[src/rtl/shift_sequencer.sv]
// Multi-cycle shifter/rotator: accepts one request, shifts by at most MAXSTEP
// bits per cycle, then presents the result until the consumer takes it.
module shift_sequencer #(
    parameter int WIDTH   = 8,
    parameter int MAXSTEP = 4
) (
    input  logic             clk,
    input  logic             nrst,
    input  logic             in_valid,
    output logic             in_ready,
    input  logic [WIDTH-1:0] i,
    input  logic [4:0]       n,
    input  logic             lr,
    input  logic             ar,
    input  logic             rot,
    output logic             out_valid,
    input  logic             out_ready,
    output logic [WIDTH-1:0] o,
    output logic             busy
);

    typedef enum logic [1:0] {
        IDLE,
        SHIFT,
        DONE
    } state_t;

    localparam logic [5:0] LP_W6    = 6'(WIDTH);
    localparam logic [5:0] LP_MASK6 = 6'(WIDTH - 1);
    localparam logic [5:0] LP_MAX6  = 6'(MAXSTEP);

    state_t           r_state, w_state_nxt;
    logic [WIDTH-1:0] r_data, w_data_nxt, w_shifted;
    logic [5:0]       r_rem, w_rem_nxt;
    logic [5:0]       w_n6, w_eff, w_step;
    logic             r_lr, r_rot, r_fill;
    logic             w_lr_nxt, w_rot_nxt, w_fill_nxt;

    // Effective amount and one per-cycle step, built from single-bit shifts.
    always_comb begin
        w_n6 = {1'b0, n};
        if (rot)
            w_eff = w_n6 & LP_MASK6;
        else if (w_n6 > LP_W6)
            w_eff = LP_W6;
        else
            w_eff = w_n6;

        w_step    = (r_rem > LP_MAX6) ? LP_MAX6 : r_rem;
        w_shifted = r_data;
        for (int unsigned k = 0; k < MAXSTEP; k++) begin
            if (6'(k) < w_step) begin
                if (r_lr)
                    w_shifted = {w_shifted[WIDTH-2:0], r_rot & w_shifted[WIDTH-1]};
                else
                    w_shifted = {(r_rot ? w_shifted[0] : r_fill), w_shifted[WIDTH-1:1]};
            end
        end
    end

    always_comb begin
        w_state_nxt = r_state;
        w_data_nxt  = r_data;
        w_rem_nxt   = r_rem;
        w_lr_nxt    = r_lr;
        w_rot_nxt   = r_rot;
        w_fill_nxt  = r_fill;
        case (r_state)
            IDLE: begin
                if (in_valid) begin
                    w_data_nxt  = i;
                    w_lr_nxt    = lr;
                    w_rot_nxt   = rot;
                    w_fill_nxt  = ar & ~lr & ~rot & i[WIDTH-1];
                    w_rem_nxt   = w_eff;
                    w_state_nxt = (w_eff == '0) ? DONE : SHIFT;
                end
            end
            SHIFT: begin
                w_data_nxt = w_shifted;
                w_rem_nxt  = r_rem - w_step;
                if (r_rem == w_step)
                    w_state_nxt = DONE;
            end
            DONE: begin
                if (out_ready)
                    w_state_nxt = IDLE;
            end
            default: w_state_nxt = IDLE;
        endcase
    end

    always_ff @(posedge clk) begin
        if (!nrst) begin
            r_state <= IDLE;
            r_data  <= '0;
            r_rem   <= '0;
            r_lr    <= 1'b0;
            r_rot   <= 1'b0;
            r_fill  <= 1'b0;
        end else begin
            r_state <= w_state_nxt;
            r_data  <= w_data_nxt;
            r_rem   <= w_rem_nxt;
            r_lr    <= w_lr_nxt;
            r_rot   <= w_rot_nxt;
            r_fill  <= w_fill_nxt;
        end
    end

    assign in_ready  = (r_state == IDLE);
    assign out_valid = (r_state == DONE);
    assign busy      = (r_state != IDLE);
    assign o         = r_data;

endmodule
[config.mk]
export PLATFORM = sky130hd
export DESIGN_NAME = shift_sequencer
export DESIGN_NICKNAME = d
export VERILOG_FILES = /design/src/rtl/shift_sequencer.sv
export SDC_FILE = /design/constraint.sdc
export NUM_CORES = 1
export LEC_CHECK = 0
export BUFFER_PORTS_ARGS = -buffer_cell sky130_fd_sc_hd__buf_2
export CORE_MARGIN = 2
export CORE_UTILIZATION = 60
export CTS_CLUSTER_SIZE = 28
export DETAILED_ROUTE_END_ITERATION = 12
export GPL_TIMING_DRIVEN = 0
export PLACE_DENSITY = 0.93
export SKIP_LAST_GASP = 1
export SLEW_MARGIN = 0
export SYNTH_ARGS = -nofsm -noshare
export SYNTH_HDL_FRONTEND = slang
export SYNTH_SLANG_ARGS = --single-unit
[constraint.sdc]
create_clock -name clk -period 3.9 [get_ports clk]
set_input_delay 0.585 -clock clk [delete_from_list [all_inputs] [get_ports clk]]
set_output_delay 0.585 -clock clk [all_outputs]
set_load 0.03 [all_outputs]
==> impl_metrics.csv, run 1 <==
group,metric,value,unit
floorplanning,num_rows,20,
worst_setup_path,end_kind,"flop",
placement,post-dp-hpwl,5.00,mm
worst_hold_path,holdPathStages,2,
timing,fin_crit,3.05,ns
logic_synthesis,ys_types,59,
drt,viasPerCell,7.04,
timing,finClkSkew,0.00777,ns
drt,drc_errors,0,
floorplanning,io_pins,31,
placement,gp_congestion,1.02,
cells_and_area,nets,338,
worst_hold_path,min_path_type,"reg -> reg",
pwr,powerDensity,428,nW/um^2
timing,drv_slew,0,
timing,slew_headroom,49.0,%
logic_synthesis,async_reset_ff_share,0,%
floorplanning,core-area,3030,sq um
cts,clock_latency,0.31,ns
cts,clkTransAtPathRegs,0.13,ns
logic_synthesis,synth_fp_nets,303,
placement,dp_cells,356,
cells_and_area,final_common_cell,"buf_2",
drt,drtAntennaViolNets,0,
worst_setup_path,crit_arrival,3.23,ns
pwr,ir_drop,0.252,mV
worst_setup_path,critPathKind,"reg -> reg",
grt,grt_max_degree,12,
logic_synthesis,ys_dominant_reg_cell,"dfxtp_1",
cells_and_area,final_cells,360,
cells_and_area,most-common-layout-cells,"34 x buf_2, 30 x nor2_1, 28 x nand2_1, 28 x o21ai_0, 19 x dfxtp_1",
worst_setup_path,r2r_cells,9,
worst_setup_path,reg2reg_to,"o[3]",
timing,period_share,78.2,%
pwr,leakage,0.797,nW
placement,io_buffer_count,30,
floorplanning,fp.dieW,60.3,um
cells_and_area,area_growth,12.2,%
cts,clockRootBuffer,"clkbuf_4",
worst_hold_path,worstHoldEndpoint,"r_rem[5]",
cts,ctsHoldBuffers,0,
timing,hold_violations,0,
timing,fmax,328,MHz
worst_setup_path,r2r_start,"r_rem[3]",
logic_synthesis,synth_edf_count,0,
drt,drtIter0Drc,347,
cts,clock-sinks,19,
timing,tightest_slew,0.760,ns
status,outcome,"completed",
worst_setup_path,path_max_fanout,10,
cts,cts_tree,"done",
drt,vias,2536,
logic_synthesis,netlist_area,1900,sq um
cts,cts_setup_buffers,0,
timing,rsz0062_at_grt,"no",
grt,grt_pass1_wl,11.1,mm
worst_hold_path,holdCritStartpoint,"r_rem[5]",
logic_synthesis,synth_seq_cells,19,
drt,wire_per_inst,18.7,um
drt,wirelength,6.73,mm
floorplanning,dieArea,3630,sq um
cts,h-tree-depth,1,
grt,grt_remaining_overflow,0,
worst_setup_path,rrSetupSlack,0.85,ns
floorplanning,start_util,62.8,%
worst_setup_path,cp-start-kind,"flop",
run,cap_violations,0,
grt,grt.total_usage,40.3,%
logic_synthesis,syn_inst,282,
floorplanning,die_h,60.3,um
worst_setup_path,crit_required,4.08,ns
cts,cts_buffers,3,
logic_synthesis,ys_warn_count,0,
cts,post_cts_resized,0,
timing,fin_tns_setup,0,ns
logic_synthesis,synth.avg_cell_area,6.74,sq um
logic_synthesis,ys_seq_area_share,20.0,%
grt,grt_antenna_before_repair,0,
grt,grt_pass1_vias,2302,
drt,dr.pass1.iters,5,
cts,cts_buffer_depth,2,
cells_and_area,drive_gt1_share,15.5,%
timing,finalSetupViolCount,0,
cells_and_area,antenna-diode-count,0,
-- through the flow --
| stage | cell area (sq um) | hold slack [ns] | util (%) | power, mW | setup slack [ns] |
|---|---|---|---|---|---|
| floorplan | 1900 | 0.459 | - | 0.637 | 1.45 |
| global placement | 2110 | 0.488 | 69.5 | 0.783 | 0.991 |
| detailed placement | 2110 | 0.496 | 69.5 | 0.785 | 1.02 |
| CTS | 2130 | 0.517 | 70.5 | 0.890 | 0.981 |
| global route | 2130 | 0.546 | 70.5 | 0.970 | 0.760 |
| finish | 2130 | 0.518 | 70.5 | 0.914 | 0.851 |
-- area by class of cell --
type	instances	area, sq um
clock buffers	3	22.5
multi-input cells	236	1400
flip-flops and latches	19	380
repair buffers	30	150
clock inverters	1	5.00
plain buffers	23	106
inverters	4	15.0
fillers	282	895
well taps	44	55.1
-- routing by layer --
| layer | part of all wire, % | up-vias | wire, um | global-route usage, % |
|---|---|---|---|---|
| met5 | 0 | - | 0 | 0 |
| met4 | 2.5 | 0 | 166 | 15.2 |
| li1 | - | 1155 | - | - |
| met1 | 40 | 1142 | 2710 | 54.2 |
| met3 | 13 | 25 | 871 | 9.09 |
| met2 | 44 | 214 | 2980 | 62.4 |
-- Yosys cell counts, drive strengths merged (2+ instances only) --
cell      n  share of area [%]
nor3     15                3.9
nand2b    2               0.66
clkbuf   16                3.2
o21ai    30                8.1
o21bai    2               0.79
inv       3               0.59
o22ai     2               0.66
or3       2               0.66
a21boi    5                2.0
a21oi    19                5.8
a211oi    5                2.0
mux2i     2                1.1
and3      2               0.66
buf       7                2.4
a2111oi   3                1.4
o311ai    2               0.92
and2      3               0.99
dfxtp    19                 20
a221oi    8                3.7
or2       2               0.66
a311oi    2               0.92
nor2     31                6.5
a41oi     2               0.92
nand3    12                3.2
a21o      3                1.2
nand2    29                5.9
nor4      6                2.0
or4       6                2.6
a32oi     3                1.4
a31oi     8                2.6
nor3b     2               0.79
nor2b     7                2.3
o221ai    3                1.4
o211ai    4                1.6
-- logic make-up after synthesis --
group	count (synthesis)	synth area share [%]
and+or+nand+nor	120	31.1
AOI/OAI and AO/OA	112	40.6
buffers and inverters	27	6.39
DFF	19	20.0
muxes	2	1.05
adders and majority gates	1	0.658
other	1	0.197
-- how the worst max path moves through the flow --
stage | cells past startpoint | from | slack [ns] | endpoint
floorplan | 9 | r_rem[1] | 1.45 | o[7]
global placement | 9 | r_rem[3] | 0.99 | o[4]
detailed placement | 9 | r_rem[3] | 1.02 | o[3]
CTS | 9 | r_rem[3] | 0.98 | o[3]
global route | 9 | r_rem[3] | 0.76 | o[0]
finish | 9 | r_rem[3] | 0.85 | o[3]
-- registers in the layout (all words and copies together) (netlist names) --
signal   flops
r_lr         1
r_rot        1
r_state      2
o            8
r_fill       1
r_rem        6
-- where the power goes --
group	internal [mW]	leakage [nW]	switching [mW]
logic	0.184	0.622	0.365
clock network	0.0383	0.0177	0.0702
registers	0.216	0.156	0.0399
-- critical path: stages (launching register included) --
cell and delay (ns):
dfxtp_1 0.32, buf_2 0.17, nor4_1 0.49, clkbuf_1 0.42, buf_2 0.32, nand2_2 0.20, a2111oi_0 0.42, a31oi_1 0.17
a211oi_1 0.31, a311oi_1 0.08
Power figures use the tool's default switching activity.
==> inputs of run 2 (changes only) <==
Settings changed: CORE_UTILIZATION 60 to 57, PLACE_DENSITY 0.93 to 0.89.
Clock period 3.9 ns to 2.84 ns, I/O delays scaled along.
==> impl_metrics.csv, run 2 (synthesized netlist as in run 1, its figures left out) <==
group,metric,value,unit
status,outcome,"completed",
cts,clock_latency,0.30,ns
pwr,ir_drop,0.303,mV
worst_setup_path,cpPeakStageDelay,0.57,ns
worst_setup_path,crit_chain,"buf_2 -> or4_4 -> nor2_2 -> buf_2 -> o21ai_0 -> a21boi_0 -> a41oi_1 -> a32oi_1 -> nor3_1",
drt,vias,2498,
timing,slew_headroom,47.2,%
drt,dr.pass1.iters,5,
cells_and_area,largest_reg_flops,8,
timing,tightest_slew,0.786,ns
floorplanning,dieArea,3810,sq um
timing,rsz0062_at_grt,"no",
worst_setup_path,crit_required,3.05,ns
cells_and_area,area_growth,14.4,%
drt,wirelength,6.70,mm
timing,setup_ws,0.0907,ns
timing,fin_crit,2.75,ns
worst_setup_path,r2r_cells,9,
grt,grt_antenna_before_repair,0,
timing,finClkSkew,0.0125,ns
worst_hold_path,holdPathStages,3,
grt,grt_max_degree,12,
cts,ctsHoldBuffers,0,
run,cap_violations,0,
placement,io_buffer_count,30,
placement,gp_congestion,1.03,
placement,post-dp-hpwl,4.87,mm
worst_setup_path,end_kind,"flop",
worst_setup_path,crit_top_cell,"buf_2",
timing,finalSetupViolCount,0,
timing,whs,0.403,ns
cells_and_area,drive_gt1_share,18.0,%
worst_setup_path,cp-start-kind,"flop",
pwr,powerDensity,587,nW/um^2
worst_setup_path,crit_arrival,2.96,ns
floorplanning,core-area,3100,sq um
floorplanning,num_rows,20,
grt,grt_pass1_vias,2158,
worst_setup_path,critPathKind,"reg -> reg",
worst_setup_path,cp.depth,9,
drt,wire_per_inst,18.6,um
grt,grt_pass1_wl,10.5,mm
timing,period_share,96.8,%
worst_setup_path,critPathSlowestCell,"or4_4",
placement,dp_cells,356,
worst_setup_path,path_max_fanout,10,
cells_and_area,final_cells,360,
cts,cts_buffer_depth,2,
grt,grt.total_usage,36.9,%
cts,clock-sinks,19,
cells_and_area,nFillCells,312,
worst_setup_path,crit_buf_inv,2,
cts,cts_tree,"done",
cells_and_area,antenna-diode-count,0,
floorplanning,io_pins,31,
cells_and_area,nets,338,
timing,fmax,364,MHz
worst_setup_path,critPathTopFamily,"simple AND/OR/NAND/NOR gates",
drt,drtAntennaViolNets,0,
drt,drtIter0Drc,386,
worst_hold_path,min_path_type,"in -> reg",
cts,cts_buffers,3,
cts,clkTransAtPathRegs,0.12,ns
timing,drv_slew,0,
pwr,power,1.28,mW
floorplanning,start_util,61.3,%
drt,drc_errors,0,
grt,grt_remaining_overflow,0,
drt,viasPerCell,6.94,
cts,h-tree-depth,1,
cells_and_area,final_common_cell,"buf_2",
timing,hold_violations,0,
placement,preCtsSetupSlack,-0.120,ns
cells_and_area,post-route-util,70.1,%
floorplanning,fp.dieW,61.7,um
floorplanning,die_h,61.7,um
cells_and_area,most-common-layout-cells,"33 x buf_2, 29 x nor2_1, 28 x nand2_1",
pwr,leakage,0.811,nW
cts,clockRootBuffer,"clkbuf_4",
## run 2: changes by cell type in the layout (fill, tap and decap cells not counted), sizes merged
cell,before,now
clkbuf,19,20
buf,37,36
## run 2: metal layers
metal | part of all wire [%] | wire length [um] | GRT usage, %
met5 | 0 | 0 | 0
met4 | 3.1 | 207 | 14.6
met3 | 11 | 766 | 7.45
met2 | 44 | 2980 | 55.6
met1 | 41 | 2750 | 51.6
## run 2: worst paths after layout
path | slack, ns | start | to
max | 0.09 | r_rem[3] | o[4]
min | 0.40 | lr | r_lr
max reg2reg | 0.09 | r_rem[3] | o[4]
min reg2reg | 0.54 | r_fill | r_fill
## run 2: worst min-delay path, cell delays in order
cell	delay (ns)
buf_2	0.10
nand3_1	0.05
a21boi_0	0.07
## run 2: power by group
part           internal [mW]  switching, mW
Combinational          0.272          0.507
Clock                 0.0524         0.0895
Sequential             0.297         0.0576
## run 2: area by class of cell
cell class                 instances  area (sq um)  area share (%)
timing repair buffer              31           158            7.25
tap                               44          55.1            2.53
multi-input combinational        236          1430            65.8
clock inverter                     1          5.00           0.230
sequential                        19           380            17.5
inverter                           4          15.0           0.690
clock buffer                       3          22.5            1.04
buffer                            22           108            4.95
## run 2: repair_timing
item	4_1_cts	5_1_grt
setup endpoints to repair	2	8
gates resized for setup	2	12
buffers inserted	0	1
## run 2: through the flow
stage                     area [sq um]  setup TNS (ns)
after floorplan                   1900               0
after global placement            2110          -0.239
after detailed placement          2110          -0.123
after CTS                         2140               0
after global routing              2170               0
final                             2170               0
